[src/rtl/sequence_counter_if.sv]
// Control/status bundle between the sequencer and the sequence counter.
// master drives the control pulses; slave returns the counter state.
interface sequence_counter_if #(
  parameter int SC_W = 3
) ();

  logic            start;
  logic            hlt;
  logic            clr;
  logic            inr;
  logic            step;
  logic [SC_W-1:0] sc_value;
  logic            running;
  logic            sc_wrap;

  modport master (
    output start,
    output hlt,
    output clr,
    output inr,
    output step,
    input  sc_value,
    input  running,
    input  sc_wrap
  );

  modport slave (
    input  start,
    input  hlt,
    input  clr,
    input  inr,
    input  step,
    output sc_value,
    output running,
    output sc_wrap
  );

endinterface

[src/rtl/sequence_counter.sv]
// Sequence counter with STOP/RUN control (S flip-flop) feeding a 3-to-8 timing decoder.
// Optional macro SC_OVERFLOW_TRAP_EN: a counter wrap while running also halts.
module sequence_counter #(
  parameter bit RESET_RUN = 1'b0,
  parameter int SC_W      = 3
) (
  input  logic             clk,
  input  logic             rst_n,
  sequence_counter_if.slave bus
);

  typedef enum logic {
    STOP = 1'b0,
    RUN  = 1'b1
  } state_t;

  localparam logic [SC_W-1:0] CNT_MAX = '1;

  state_t          state;
  logic [SC_W-1:0] count;
  logic            wrap;
  logic            run_q;

  state_t          state_nx;
  logic [SC_W-1:0] count_nx;
  logic            wrap_nx;
  logic            bump;
  logic            at_max;

  assign at_max = (count == CNT_MAX);

  // Next-state and counter update: hlt beats everything in RUN, clr beats increments.
  always_comb begin
    state_nx = state;
    count_nx = count;
    wrap_nx  = 1'b0;
    bump     = 1'b0;
    unique case (state)
      RUN: begin
        if (bus.hlt) begin
          state_nx = STOP;
          count_nx = '0;
        end else if (bus.clr) begin
          count_nx = '0;
        end else if (bus.inr) begin
          bump = 1'b1;
        end
      end
      STOP: begin
        if (bus.start && !bus.hlt) begin
          state_nx = RUN;
        end
        if (bus.clr) begin
          count_nx = '0;
        end else if (bus.step) begin
          bump = 1'b1;
        end
      end
      default: begin
        state_nx = STOP;
      end
    endcase
    if (bump) begin
      count_nx = count + 1'b1;
      wrap_nx  = at_max;
`ifdef SC_OVERFLOW_TRAP_EN
      if (at_max && (state == RUN)) begin
        state_nx = STOP;
      end
`else
      state_nx = state_nx;
`endif
    end
  end

  // Register state, counter and all outputs; reset is synchronous.
  always_ff @(posedge clk) begin
    if (!rst_n) begin
      state <= RESET_RUN ? RUN : STOP;
      run_q <= RESET_RUN;
      count <= '0;
      wrap  <= 1'b0;
    end else begin
      state <= state_nx;
      run_q <= (state_nx == RUN);
      count <= count_nx;
      wrap  <= wrap_nx;
    end
  end

  assign bus.sc_value = count;
  assign bus.running  = run_q;
  assign bus.sc_wrap  = wrap;

endmodule

[src/flat_wrapper.sv]
// flat-port wrapper written by rule: the top's interface ports become plain ports
module sequence_counter_flat 
#(
  parameter bit RESET_RUN = 1'b0,
  parameter int SC_W      = 3
)
  (clk, rst_n, bus_start, bus_hlt, bus_clr, bus_inr, bus_step, bus_sc_value, bus_running, bus_sc_wrap);
  sequence_counter_if #(.SC_W(SC_W)) bus_i ();
  input  logic clk;
  input  logic rst_n;
  input wire logic [$bits(bus_i.start)-1:0] bus_start;
  input wire logic [$bits(bus_i.hlt)-1:0] bus_hlt;
  input wire logic [$bits(bus_i.clr)-1:0] bus_clr;
  input wire logic [$bits(bus_i.inr)-1:0] bus_inr;
  input wire logic [$bits(bus_i.step)-1:0] bus_step;
  output wire logic [$bits(bus_i.sc_value)-1:0] bus_sc_value;
  output wire logic [$bits(bus_i.running)-1:0] bus_running;
  output wire logic [$bits(bus_i.sc_wrap)-1:0] bus_sc_wrap;
  assign bus_i.start = bus_start;
  assign bus_i.hlt = bus_hlt;
  assign bus_i.clr = bus_clr;
  assign bus_i.inr = bus_inr;
  assign bus_i.step = bus_step;
  assign bus_sc_value = bus_i.sc_value;
  assign bus_running = bus_i.running;
  assign bus_sc_wrap = bus_i.sc_wrap;
  sequence_counter #(.RESET_RUN(RESET_RUN), .SC_W(SC_W)) u_core (.clk(clk), .rst_n(rst_n), .bus(bus_i));
endmodule
[config.mk]
export PLATFORM = sky130hd
export DESIGN_NAME = sequence_counter_flat
export DESIGN_NICKNAME = d
export VERILOG_FILES = /design/src/rtl/sequence_counter_if.sv /design/src/rtl/sequence_counter.sv /design/src/flat_wrapper.sv
export SDC_FILE = /design/constraint.sdc
export NUM_CORES = 1
export LEC_CHECK = 0
export CAP_MARGIN = 0
export CORE_AREA = 4 4 41 43
export DETAILED_ROUTE_END_ITERATION = 7
export DIE_AREA = 0 0 45 47
export HOLD_SLACK_MARGIN = 0.05
export SYNTH_ARGS = -nofsm -noshare
export SYNTH_HDL_FRONTEND = slang
export SYNTH_SLANG_ARGS = --single-unit
[constraint.sdc]
create_clock -name clk -period 1.2 [get_ports clk]
set_clock_uncertainty 0.15 [all_clocks]
set_input_delay 0.12 -clock clk [delete_from_list [all_inputs] [get_ports clk]]
set_output_delay 0.12 -clock clk [all_outputs]
set_load 0.005 [all_outputs]
# Word-level counts from Yosys, hierarchy flattened
# Index checks and enable logic that the tools add are counted.
dict set report totals {
  regBits 5
  inputBits 7
  word_cells 22
}
dict set report classes {
  bitwise 1
  muxes 13
  n_eq_ne 1
  n_reduce_logical 3
  addsub 1
}
# op count
set ops {}
lappend ops {{$mux W3} 3}
lappend ops {{$mux W1} 7}
lappend ops {{$pmux W3 S2} 1}
lappend ops {{$pmux W1 S2} 2}
lappend ops {{$add A3 B1 Y3 const B} 1}
lappend ops {{$eq A3 B3 Y1 const B} 1}
lappend ops {{$reduce_and A2 Y1} 1}
lappend ops {{$logic_and A1 B1 Y1} 1}
lappend ops {{$logic_not A1 Y1} 1}
lappend ops {{$not A1 Y1} 1}

# Longest topological paths before layout
dict set report logic_depth {
  word_depth 5
  mapped_depth 4
  mapped_depth_nobuf 4
}

# Worst setup path after synthesis
# No wires, ideal clock.
dict set report synth_path {
  kind {flip-flop to flip-flop}
  from {reg u_core.state}
  to {reg u_core.count[1], in the netlist u_core.bus.sc_value[1]}
  synth_period_minus_slack_ns 1.241
  setup_time_ns 0.117
  stages_incl_launch_ff 4
  required_ns 0.933
  slack_ns -0.041
  path_buffers 0
  arrival_time_ns 0.974
  path_cell_list {dfxtp_1 mux2i_2 mux2i_1 nor2_1}
}
dict set report synth_between {
  elab_chain_len 3
}
# element line_no
set synth_rtl {}
lappend synth_rtl {{start: declaration} sequence_counter.sv:19} ;# state_t state;
lappend synth_rtl {{start signal: assignment} sequence_counter.sv:79} ;# state <= RESET_RUN ? RUN : STOP;
lappend synth_rtl {{start signal: assignment} sequence_counter.sv:84} ;# state <= state_nx;
lappend synth_rtl {{$not A1 Y1} --}
lappend synth_rtl {{$pmux W3 S2 or $pmux W1 S2 (tied branches)} sequence_counter.sv:38} ;# unique case (state)
lappend synth_rtl {{$mux W3 (*)} sequence_counter.sv:63} ;# if (bump) begin
lappend synth_rtl {{end signal: assignment} sequence_counter.sv:86} ;# count <= count_nx;
lappend synth_rtl {{end: declaration} sequence_counter.sv:20} ;# logic [SC_W-1:0] count;
# Mark *: on every way between the ends. The rest lies on a longest branch, timed or not.
# A chain may end at the register's enable or synchronous reset.

# Worst setup path in the final report
# Ends and elaborated chain as after synthesis.

==> results.toml <==
[logic_synthesis]
synth_area_per_cell_sq_um = 11.0
synthCells = 19
synth_nets = 28
yosys_warnings = 0
yosysSeqAreaShare_pct = 47.9
ys_seq_elements = 5
ys_types = 9
synth_area_sq_um = 209

[clocking]
ctsLongestPathBuffers = 2
clock_latency_ns = 0.24
cts_tree = "built"
cts_buffers = 3
clkSlewWorstSetupHoldPaths_ns = 0.04
post_cts_buffers = 0
clock-sinks = 5
ctsHoldBuffers = 0
cts_max_level = 1
cts-root-buf = "clkbuf_4"

[timing]
slew_violations = 0
slew_headroom_pct = 85.0
worst_pin_slew_ns = 0.220
finalHoldViolCount = 0
post-route-period-util_pct = 98.0
min_period_ns = 1.18
fin_hold_ws_ns = 0.290
fmax_ghz = 0.850
setup_viol = 0
rsz0062_at_grt = "true"

[cells_and_area]
final_cell_mix = "clkdlybuf4s50_1, dlygate4sd2_1, nor2_1, clkbuf_4"
multi_input_area_sq_um = 133
area_growth_pct = 92.8
antenna_cells = 0
final_common_cell = "clkdlybuf4s50_1"
drive_above_1_share_pct = 30.6
regArea_sq_um = 106
nets = 46
fill_cells = 150

[setup_path]
cpPeakStageDelay_ns = 0.36
required_ns = 1.18
reg2reg_from = "u_core.state"
crit_type = "reg -> reg"
critPathCapture = "u_core.bus.sc_value[1]"
cp_max_fo = 4
path_cells = "mux2i_4 > mux2i_1 > nor2_1"
end_kind = "flop"
reg2reg_slack_ns = 0.02
cp_slowest_cell = "dfxtp_4"
cp-start-kind = "flop"
ff2ff_path_depth = 3
reg2reg_to = "u_core.bus.sc_value[1]"
critical_path_arrival_ns = 1.16
startpoint = "u_core.state"

[route]
drtIter0Drc = 1
routedWlPerCell_microns = 8.33
drc_errors = 0
vias = 189
drt-vias-per-instance = 3.71
wl_microns = 425
ant_nets = 0
drt_pre_antenna_iters = 2

[floorplanning]
ioPinCount = 12
start_util_pct = 16.1
die_w_microns = 45
rows = 13
die_y_microns = 47
dieArea_sq_mm = 0.00212
core_area_sq_mm = 0.00130

[global_routing]
antenna_found_initial = 0
first_global_vias = 171
grt_max_degree = 5
grt_pass1_wl_microns = 703
grt.overflow.total = 0
track_usage_pct = 5.45

[pwr]
p_leak_nw = 0.178
power.density_mw_per_mm2 = 1060
ir_drop_v = 0.000452
finalPower_mw = 0.426

[placement]
globalplace.congestion = 0.551
portBuffers = 11

[outcome]
status = "completed"

[hold_path]
hold_path.class = "in -> reg"

[flow_run]
drv_cap = 0
[power by group]
group / leakage [nW] / total [mW] / switching [mW] / internal [mW]
clock: 0.0150 / 0.196 / 0.0704 / 0.126
sequential: 0.0422 / 0.175 / 0.00426 / 0.170
combinational: 0.121 / 0.0552 / 0.0172 / 0.0379
[timing repair]
| item | in CTS | in global routing |
|---|---|---|
| pin swaps | 1 | 3 |
| endpoints found under the setup margin | 7 | 5 |
| resized for setup | 10 | 1 |
| hold endpoints to repair | 0 | 0 |
[metal layers]
metal	track usage (%)	vias up	part of all wire (%)
met5	0	-	0
met4	3.51	0	1.6
met3	6.90	2	16
met1	4.77	77	35
li1	-	99	-
met2	6.78	11	46
[flip-flops by register name (all words and copies together) (netlist names)]
| register | count |
|---|---|
| u_core.bus.sc_value | 3 |
| u_core.state | 1 |
| u_core.bus.sc_wrap | 1 |
[through the flow]
stage	util [%]	std cells	setup slack [ns]	instance area (sq um)	setup TNS, ns
after global placement	27.2	47	-0.176	354	-0.474
after global routing	31.0	51	-0.0399	403	-0.0933
after detailed placement	27.2	47	-0.187	354	-0.498
final	31.0	51	0.0241	403	0
after floorplan	-	19	0.00661	210	0
after CTS	30.9	51	0.00615	402	0
[cell families (layout without fill, tap and decap cells)]
kind of cell | count (synthesis) | after routing | synth area share (%)
AND/OR/NAND/NOR | 8 | 8 | 19.8
XOR/XNOR | 1 | 1 | 4.19
adder cells (fa/ha/maj) | 2 | 2 | 12.0
flip-flops | 5 | 5 | 47.9
multiplexers | 3 | 3 | 16.2
buffers and inverters | 0 | 17 | 0
[synthesized netlist by cell type (all sizes together)]
| cell | count | area (sq um) |
|---|---|---|
| nor3b | 2 | 15.0 |
| mux2i | 3 | 33.8 |
| nor2 | 4 | 15.0 |
| nand2 | 1 | 3.75 |
| ha | 2 | 25.0 |
| dfxtp | 5 | 100 |
| nand3b | 1 | 7.51 |
| xor2 | 1 | 8.76 |
[worst min-delay path by stage]
stage | slack, ns | endpoint | start | depth (start not counted)
after detailed placement | 0.38 | u_core.bus.sc_value[2] | u_core.bus.sc_value[2] | 2
after global routing | 0.27 | u_core.state | bus_hlt | 2
after global placement | 0.37 | u_core.bus.sc_value[1] | u_core.bus.sc_value[1] | 2
final | 0.29 | u_core.state | bus_hlt | 2
after CTS | 0.28 | u_core.state | bus_hlt | 2
after floorplan | 0.04 | u_core.state | bus_hlt | 1
[critical path, delay by kind of cell (launching register included)]
| family | cells | cell delay, ns |
|---|---|---|
| flops | 1 | 0.36 |
| simple gates | 1 | 0.06 |
| mux | 2 | 0.50 |
[final cells by class]
| type | count | area share, % |
|---|---|---|
| Multi-Input combinational cell | 14 | 32.9 |
| Clock buffer | 4 | 6.52 |
| Sequential cell | 5 | 26.4 |
| Tap cell | 15 | 4.66 |
| Timing Repair Buffer | 13 | 29.5 |
Note: power is estimated with default switching activity, not from simulation.
